`config.mk`:
```
export PLATFORM = sky130hd
export DESIGN_NAME = q_addr_sequencer
export DESIGN_NICKNAME = d
export VERILOG_FILES = /design/src/rtl/ldpc_dec_pkg.sv /design/src/rtl/lsb_prio_enc.sv /design/src/rtl/q_addr_sequencer.sv
export SDC_FILE = /design/constraint.sdc
export NUM_CORES = 2
export LEC_CHECK = 0
export CELL_PAD_IN_SITES_DETAIL_PLACEMENT = 1
export CELL_PAD_IN_SITES_GLOBAL_PLACEMENT = 1
export CORE_ASPECT_RATIO = 0.9
export CORE_UTILIZATION = 30
export DETAILED_ROUTE_END_ITERATION = 8
export PLACE_DENSITY = 0.71
export SETUP_SLACK_MARGIN = 0.02
export SLEW_MARGIN = 20
export SYNTH_ARGS = -nofsm -noshare
export SYNTH_HDL_FRONTEND = slang
export SYNTH_SLANG_ARGS = --single-unit
```
`constraint.sdc`:
```
create_clock -name clk -period 3.7 [get_ports clk]
set_input_delay 0.555 -clock clk [delete_from_list [all_inputs] [get_ports clk]]
set_output_delay 0.555 -clock clk [all_outputs]
set_load 0.05 [all_outputs]
```
`src/rtl/ldpc_dec_pkg.sv`:
```
// Shared constants, FSM encoding and slot helper for the LDPC check-node address path.
// No logic of its own; imported by q_addr_sequencer and its helpers.
// Slot k of a packed index vector occupies bits [k*IDX_W +: IDX_W].
package ldpc_dec_pkg;

   localparam int IDX_W  = 14;
   localparam int N_SLOT = 35;
   localparam int SLOT_W = 6;

   typedef enum logic [1:0] {
      IDLE = 2'd0,
      SCAN = 2'd1,
      DONE = 2'd2
   } state_t;

   // Pull one slot out of a packed index vector.
   function automatic logic [IDX_W-1:0] slot_extract(
      input logic [IDX_W*N_SLOT-1:0] vec,
      input logic [SLOT_W-1:0]       k
   );
      return vec[int'(k)*IDX_W +: IDX_W];
   endfunction

endpackage

```
`src/rtl/lsb_prio_enc.sv`:
```
// Lowest-set-bit priority encoder: index, one-hot and "exactly one bit set" flag.
// Purely combinational, zero latency.
// No flow control; an all-zero mask gives idx=0, onehot=0, one_set=0.
module lsb_prio_enc #(
   parameter int N = 35,
   parameter int W = 6
) (
   input  logic [N-1:0] mask,
   output logic [W-1:0] idx,
   output logic [N-1:0] onehot,
   output logic         one_set
);

   // Scan from the top down so the lowest set bit is the final writer.
   always_comb begin
      idx = '0;
      for (int i = N - 1; i >= 0; i--) begin
         if (mask[i]) idx = W'(i);
      end
   end

   // Two's-complement trick isolates the lowest set bit.
   assign onehot  = mask & (~mask + 1'b1);
   assign one_set = (mask != '0) && (mask == onehot);

endmodule

```
`src/rtl/q_addr_sequencer.sv`:
```
// Walks nonzero slots of a packed index vector, issuing one zero-based q-memory address per beat.
// First beat the cycle after start; one beat per cycle under full ready; done the cycle after the last beat.
// Beats hold stable while addr_valid && !addr_ready; start is ignored outside IDLE.
// Optional build macro Q_ADDR_DEG_LIMIT_EN adds deg_limit / deg_err (truncate row at deg_limit beats).
module q_addr_sequencer
   import ldpc_dec_pkg::*;
(
   input  logic                    clk,
   input  logic                    rst,
   input  logic                    start,
   input  logic [IDX_W*N_SLOT-1:0] index_vec,
   output logic                    addr_valid,
   input  logic                    addr_ready,
   output logic [IDX_W-1:0]        addr,
   output logic [SLOT_W-1:0]       addr_slot,
   output logic                    addr_last,
   output logic                    busy,
   output logic                    done,
   output logic [SLOT_W-1:0]       degree
`ifdef Q_ADDR_DEG_LIMIT_EN
   ,
   input  logic [SLOT_W-1:0]       deg_limit,
   output logic                    deg_err
`endif
);

   state_t                  state;
   logic [IDX_W*N_SLOT-1:0] snap;
   logic [N_SLOT-1:0]       pend_mask;
   logic [N_SLOT-1:0]       start_mask;
   logic [N_SLOT-1:0]       cur_oh;
   logic [SLOT_W-1:0]       cur_slot;
   logic [IDX_W-1:0]        cur_val;
   logic                    one_left;
   logic                    lim_hit;
   logic                    beat_last;
   logic                    in_scan;
   logic                    hs;

   // Occupancy of the incoming vector, used only at the moment start is taken.
   always_comb begin
      start_mask = '0;
      for (int k = 0; k < N_SLOT; k++) begin
         start_mask[k] = (slot_extract(index_vec, SLOT_W'(k)) != '0);
      end
   end

   lsb_prio_enc #(
      .N (N_SLOT),
      .W (SLOT_W)
   ) u_enc (
      .mask    (pend_mask),
      .idx     (cur_slot),
      .onehot  (cur_oh),
      .one_set (one_left)
   );

   assign cur_val = slot_extract(snap, cur_slot);

`ifdef Q_ADDR_DEG_LIMIT_EN
   logic [SLOT_W-1:0] lim_q;
   // Limit reached when this beat would be number lim_q (degree counts accepted beats).
   assign lim_hit = (lim_q != '0) && (degree == lim_q - 1'b1);
`else
   assign lim_hit = 1'b0;
`endif

   assign beat_last = one_left | lim_hit;
   assign in_scan   = (state == SCAN);
   assign hs        = in_scan & addr_ready;

   // Beat fields are gated so every output reads zero outside SCAN.
   assign addr_valid = in_scan;
   assign busy       = in_scan;
   assign done       = (state == DONE);
   assign addr       = in_scan ? cur_val - 1'b1 : '0;
   assign addr_slot  = in_scan ? cur_slot : '0;
   assign addr_last  = in_scan & beat_last;

   // Row FSM: snapshot on start, retire one slot per handshake, single DONE cycle.
   always_ff @(posedge clk) begin
      if (rst) begin
         state     <= IDLE;
         snap      <= '0;
         pend_mask <= '0;
         degree    <= '0;
`ifdef Q_ADDR_DEG_LIMIT_EN
         lim_q     <= '0;
         deg_err   <= 1'b0;
`endif
      end else begin
         case (state)
            IDLE: begin
               if (start) begin
                  snap      <= index_vec;
                  pend_mask <= start_mask;
                  degree    <= '0;
`ifdef Q_ADDR_DEG_LIMIT_EN
                  lim_q     <= deg_limit;
                  deg_err   <= 1'b0;
`endif
                  state     <= (start_mask == '0) ? DONE : SCAN;
               end
            end
            SCAN: begin
               if (hs) begin
                  pend_mask <= pend_mask & ~cur_oh;
                  degree    <= degree + 1'b1;
                  if (beat_last) begin
                     state <= DONE;
`ifdef Q_ADDR_DEG_LIMIT_EN
                     // Slots still pending after the final beat means the row was truncated.
                     if ((pend_mask & ~cur_oh) != '0) deg_err <= 1'b1;
`endif
                  end
               end
            end
            DONE:    state <= IDLE;
            default: state <= IDLE;
         endcase
      end
   end

endmodule
```
After elaboration in Yosys (flattened, before gate mapping)

Cells that the tools add are included.

Word-level logic and storage cells: 112
Output and inout port bits: 30
Register bits after elaboration: 533

Shift operators: 1
Add/sub/neg operators: 3
Reductions and logical operators: 43
Equality and inequality tests: 6
Multiplexer cells: 48
Bitwise logic cells: 6
$mul: 1

Operator list:

| operator                                                             | number |
|---|---|
| 14-bit nonzero test                                                  | 35 |
| 490-bit by 11-bit variable part select with 14-bit output            | 1 |
| 6-bit 2-to-1 mux                                                     | 38 |
| 35-bit AND                                                           | 2 |
| 35-bit 2-to-1 mux                                                    | 2 |
| 35-bit NOT                                                           | 2 |
| 35-bit one-hot mux with 2 select lines                               | 1 |
| 35-bit by 1-bit adder with 35-bit output, second input constant      | 1 |
| 35-bit == test                                                       | 1 |
| 35-bit logical NOT                                                   | 1 |
| 35-bit nonzero test                                                  | 1 |
| 14-bit 2-to-1 mux                                                    | 1 |
| 14-bit by 1-bit subtractor with 14-bit output, second input constant | 1 |
| 6-bit one-hot mux with 2 select lines                                | 1 |
| 6-bit by 3-bit multiplier with 9-bit output, second input constant   | 1 |
| 2-bit 2-to-1 mux                                                     | 4 |
| 6-bit by 1-bit adder with 6-bit output, second input constant        | 1 |
| 3-bit AND reduction                                                  | 2 |
| 2-bit inequality test, second input constant                         | 2 |
| 2-bit one-hot mux with 2 select lines                                | 1 |
| 1-bit AND                                                            | 2 |
| 2-bit by 1-bit == test with 1-bit output, second input constant      | 1 |
| 2-bit == test, second input constant                                 | 1 |
| 2-bit logical NOT                                                    | 1 |
| 4 further kinds                                                      | 4 |

Longest topological paths before layout

Word-level depth: 39
Gate-level depth with buffers: 18
Gate-level depth less buffers: 13

Modules after synthesis

Synthesis repeated with hierarchy kept, for this count alone.

Cell total of the unflattened synthesis: 3181
Area total of the unflattened synthesis: 25044.0 um2

By module, submodules not included:

| module           | cells an instance | sequential area each (um2) | area each (um2) | instances |
|---|---|---|---|---|
| q_addr_sequencer | 3001              | 10670.2                    | 23953.0         | 1 |
| lsb_prio_enc     | 180               | 0.0                        | 1091.0          | 1 |

Worst setup path after synthesis

Ideal clock, no wire load.

Path type: flip-flop to output port
Start: reg pend_mask[24]
End: out addr[12]
Setup slack: -1333 ps
Arrival time: 4478 ps
Buffers on the path: 3
Stages on the path, launching flop included: 16
Path through: dfxtp_1 > buf_6 > or4_4 > o2111a_2 > o211a_4 > nor2_8 > buf_12 > buf_12 > mux4_2 > o221ai_1 > nand2_1 > nor2_1 > ha_1 > nand4_4 > o31ai_1 > nor3b_1

Longest elaborated chain between the ends: 29

RTL lines:

| what                                                      | line                    | text |
|---|---|---|
| start, declared                                           | q_addr_sequencer.sv:29  | `logic [N_SLOT-1:0] pend_mask;` |
| start signal, assigned                                    | q_addr_sequencer.sv:96  | `pend_mask <= start_mask;` |
| start signal, assigned                                    | q_addr_sequencer.sv:107 | `pend_mask <= pend_mask & ~cur_oh;` |
| 6-bit 2-to-1 mux (25 in series)                           | lsb_prio_enc.sv:18      | `if (mask[i]) idx = W'(i);` |
| 6-bit by 3-bit multiplier with 9-bit output               | ldpc_dec_pkg.sv:21      | `return vec[int'(k)*IDX_W +: IDX_W];` |
| 490-bit by 11-bit variable part select with 14-bit output | ldpc_dec_pkg.sv:21      |  |
| 14-bit by 1-bit subtractor with 14-bit output             | q_addr_sequencer.sv:76  | `assign addr = in_scan ? cur_val - 1'b1 : '0;` |
| 14-bit 2-to-1 mux                                         | q_addr_sequencer.sv:76  |  |
| end, declared                                             | q_addr_sequencer.sv:14  | `output logic [IDX_W-1:0] addr,` |

Every way passes these cells.

Final worst setup path

Start: reg pend_mask[25]
End: out addr[11]

Longest elaborated chain between the ends: 30

RTL lines:

| what                                                      | line |
|---|---|
| 6-bit 2-to-1 mux (26 in series)                           | lsb_prio_enc.sv:18 |
| 6-bit by 3-bit multiplier with 9-bit output               | ldpc_dec_pkg.sv:21 |
| 490-bit by 11-bit variable part select with 14-bit output | ldpc_dec_pkg.sv:21 |
| 14-bit by 1-bit subtractor with 14-bit output             | q_addr_sequencer.sv:76 |
| 14-bit 2-to-1 mux                                         | q_addr_sequencer.sv:76 |

Every way passes these cells.

==> results by group <==
STA
  – Setup Skew: 0.0199 ns
  – Min cycle time layout: 5.29 ns
  – RSZ-0062 raised after global routing: true
  – Setup Viol. Count Final: 16
  – Final WS setup: -1.59 ns
  – Relative slew slack: 25.0%
  – Final Slew Violations: 0
  – Fmax: roughly 0.19 GHz
  – Hold_ws: between 0.4 and 0.5 ns
  – Final period utilization: 143%
  – Hold Fails Final Rpt: 0
  – Slew @ Worst Pin: 1.12 ns

CTS
  – CTS Buffer Depth: 3
  – CTS tree: done
  – Hold_buf cts: 0
  – Clk root buf: clkbuf_16
  – TritonCTS Sinks: 533
  – Worst-path clk slew: 0.07 ns
  – Later-pin clock latency in the skew report: 0.64 ns
  – Max H-tree Level: 2
  – CTS buffer count: 60

Yosys
  – Post-synth EDFFs: 0
  – Area share of the largest cell type after synthesis: 40.5%
  – Synth cell types: slightly above 100
  – Most numerous cell in the Yosys netlist: nand2_1
  – Synth Register Bits: approximately 530
  – Primary FF master, synth: dfxtp_1
  – Synth Warn #: 0
  – Cell area after synthesis: 26,400 um2
  – Cells after Synth: 3,640
  – Post-Syn Area per Cell: 7.25 um2
  – Top cells by count, synth: 1,247 x nand2_1, 572 x a21oi_1, 533 x dfxtp_1
  – Sequential area share after synthesis: 40.5%
  – Post-synth top area cell: dfxtp_1
  – Asr flop ratio synth: 0%
  – Syn_nets: ~4,100
  – Largest cells by area after synthesis: dfxtp_1 40%, nand2_1 18%, a21oi_1 11%

Placed design
  – DP HPWL: 107,000 um
  – Final Wtd Congestion: 0.963
  – IO Port Bufs: 523

GRT
  – Antenna violations before repair: 3
  – Largest net degree at the start of global routing: between 100 and 150
  – First-pass GRT wire length: ~200,000 um
  – Total GRT Usage: 30.2%
  – Grt ovf: 0
  – Number of global-route vias before repair: 30,800

Die
  – Die ar.: slightly below 90,000 um2
  – Die Wd: 315 um
  – Initial core utilization: 30.5%
  – # IOs: 524
  – Core Rows: about 100
  – Core box area: 86,500 um2
  – Die height: about 280 um

Worst setup path
  – Worst setup startpoint: pend_mask[25]
  – Crit-path cells: buf_6 > or4_4 > a31oi_4 > buf_4 > o21a_4 > buf_12 > mux2i_1 > mux2i_2 > buf_4 > a32oi_2 > a211oi_2 > buf_4 > and4_1 > nand4_1 > nor3b_4 > buf_12
  – Slowest-stage cell, CP: or4_4
  – Buffer and inverter count on the worst path: 6
  – Crit-path max cell delay: 0.53 ns
  – Worst EP arrival: 4.74 ns
  – Startpoint types: flip-flop
  – Critical Path Fanout Max: 15
  – CP Class: reg2out
  – Critical path required time: 3.14 ns
  – Worst r2r src: pend_mask[3]
  – Endpoint class of the critical path: output port
  – Most frequent CP cell: buf_4
  – Crit path max-delay family: simple AND/OR/NAND/NOR gates

Detailed routing
  – DR iter-0 viols: 2,635
  – Post-route DRC: 0
  – Highest metal used: met5
  – Met3 WL: 10,400 um
  – Via density: between 5 and 6
  – Final WL: 140,000 um
  – Post-DRT Antenna Nets: 0
  – Vias post-DR: 30,600
  – Routed length per instance: 25.1 um
  – First-pass DRT Iterations: 5
  – Metal2 WL: between 60,000 and 70,000 um
  – Metal-1 WL: between 60,000 and 70,000 um

Status
  – Status: complete, but fails checks
  – Failing checks: setup timing

Cells and area
  – Layout cells sized above 1: roughly 17%
  – # diodes: 0
  – Area Growth Syn to Fin: 48.3%
  – Final nets: a little under 5,000

Power
  – Clk pwr share: a little over a quarter
  – Leak pwr: 14.4 nW
  – Net Sw Frac: 38.1%
  – Total power: 23.7 mW
  – Worst VDD drop: 0.387 mV
  – Pwr/cell area: 607 nW/um2
  – Sequential power share: between 20% and 30%
  – Logic gate share of total power: between 40% and 50%
  – Switch Pwr: 9.04 mW
  – Int Power: 14.7 mW

Min path
  – Worst min path class: in2reg
  – Hold_sp: rst

Job
  – Max cap viols: 0
[worst paths after layout]
check                                  to  slack [ns]  cells after the start
worst max register to register   state[1]        0.05                     16
worst max-delay path             addr[11]       -1.59                     16
worst min register to register  snap[264]        0.45                      2
worst min-delay path            degree[1]        0.42                      2
[worst reg2reg max path: stages (launching register included)]
cell	delay, ns
dfxtp_2	0.34
buf_6	0.14
nor4_4	0.24
buf_4	0.19
nand3_4	0.10
buf_6	0.15
or4_4	0.49
or3_4	0.37
o31ai_4	0.21
nand2_2	0.10
a2111oi_4	0.39
nand4_1	0.16
buf_4	0.18
nor3_2	0.15
buf_4	0.14
nor2_1	0.04
nor4_1	0.17
[registers in the layout (all words and copies together), names as in the netlist]
signal,flops
snap,490
pend_mask,35
degree,6
state,2
[final cells by class]
type	count	area [um2]
Clock inverter	27	318
Timing Repair Buffer	948	9500
Fill cell	10500	47400
Sequential cell	533	10700
Inverter	13	48.8
Tap cell	1144	1430
Multi-Input combinational cell	2816	15300
Clock buffer	84	1780
[power groups by stage]
stage	Sequential, mW	Combinational (mW)	Clock [mW]
floorplan	6.63	4.57	0
global placement	6.82	8.76	0
detailed placement	6.83	8.83	0
CTS	6.74	10.1	6.47
global route	6.80	11.0	6.71
finish	6.77	10.6	6.40
[metal layers]
metal	track usage (%)	up-vias
met5	0	-
met2	47.6	1135
li1	-	14100
met1	41.9	15100
met4	9.02	4
met3	4.78	211
[cell usage in the layout (no fill, tap or decap), types with 9 or more instances in the layout]
cell type,instances
a211o_1,9
a211oi_1,10
a21oi_1,562
a22oi_1,19
a31oi_1,10
and3_1,18
buf_12,62
buf_4,345
buf_6,23
clkbuf_16,63
clkbuf_8,15
clkdlybuf4s50_1,501
clkinv_2,13
dfxtp_1,520
dfxtp_2,9
inv_1,12
mux2_2,14
mux2i_1,76
mux2i_4,9
nand2_1,1241
nand3_1,86
nand4_1,49
nor2_1,167
nor2_2,9
nor3_1,35
nor3_2,9
nor4_1,128
o211ai_1,27
o21ai_0,53
[stage by stage]
stage / cells / setup TNS, ns / setup WS, ns / util, % / cell area [um2]
3_3_place_gp: 5378 / -14.63 / -1.28 / 40.7 / 35200
5_1_grt: 5565 / -22.76 / -1.69 / 45.2 / 39100
3_5_place_dp: 5378 / -15.18 / -1.35 / 40.7 / 35200
4_1_cts: 5552 / -20.00 / -1.52 / 44.8 / 38800
6_report: 5565 / -20.83 / -1.59 / 45.2 / 39100
2_1_floorplan: 3640 / -4.80 / -0.624 / - / 26600
[repair_timing]
| item | 4_1_cts | 5_1_grt |
|---|---|---|
| setup endpoints to repair | 18 | 21 |
| gates cloned | 9 | 1 |
| gates resized for setup | 170 | 48 |
| pin swaps | 68 | 24 |
| buffers inserted | 56 | 12 |
[cell families after synthesis]
family	synth area share [%]
compound gates	19.1
xor+xnor	0.199
fa+ha+maj	0.247
buf+inv	5.15
flops	40.5
mux	4.98
simple gates	29.9
Power figures use the tool's default switching activity.
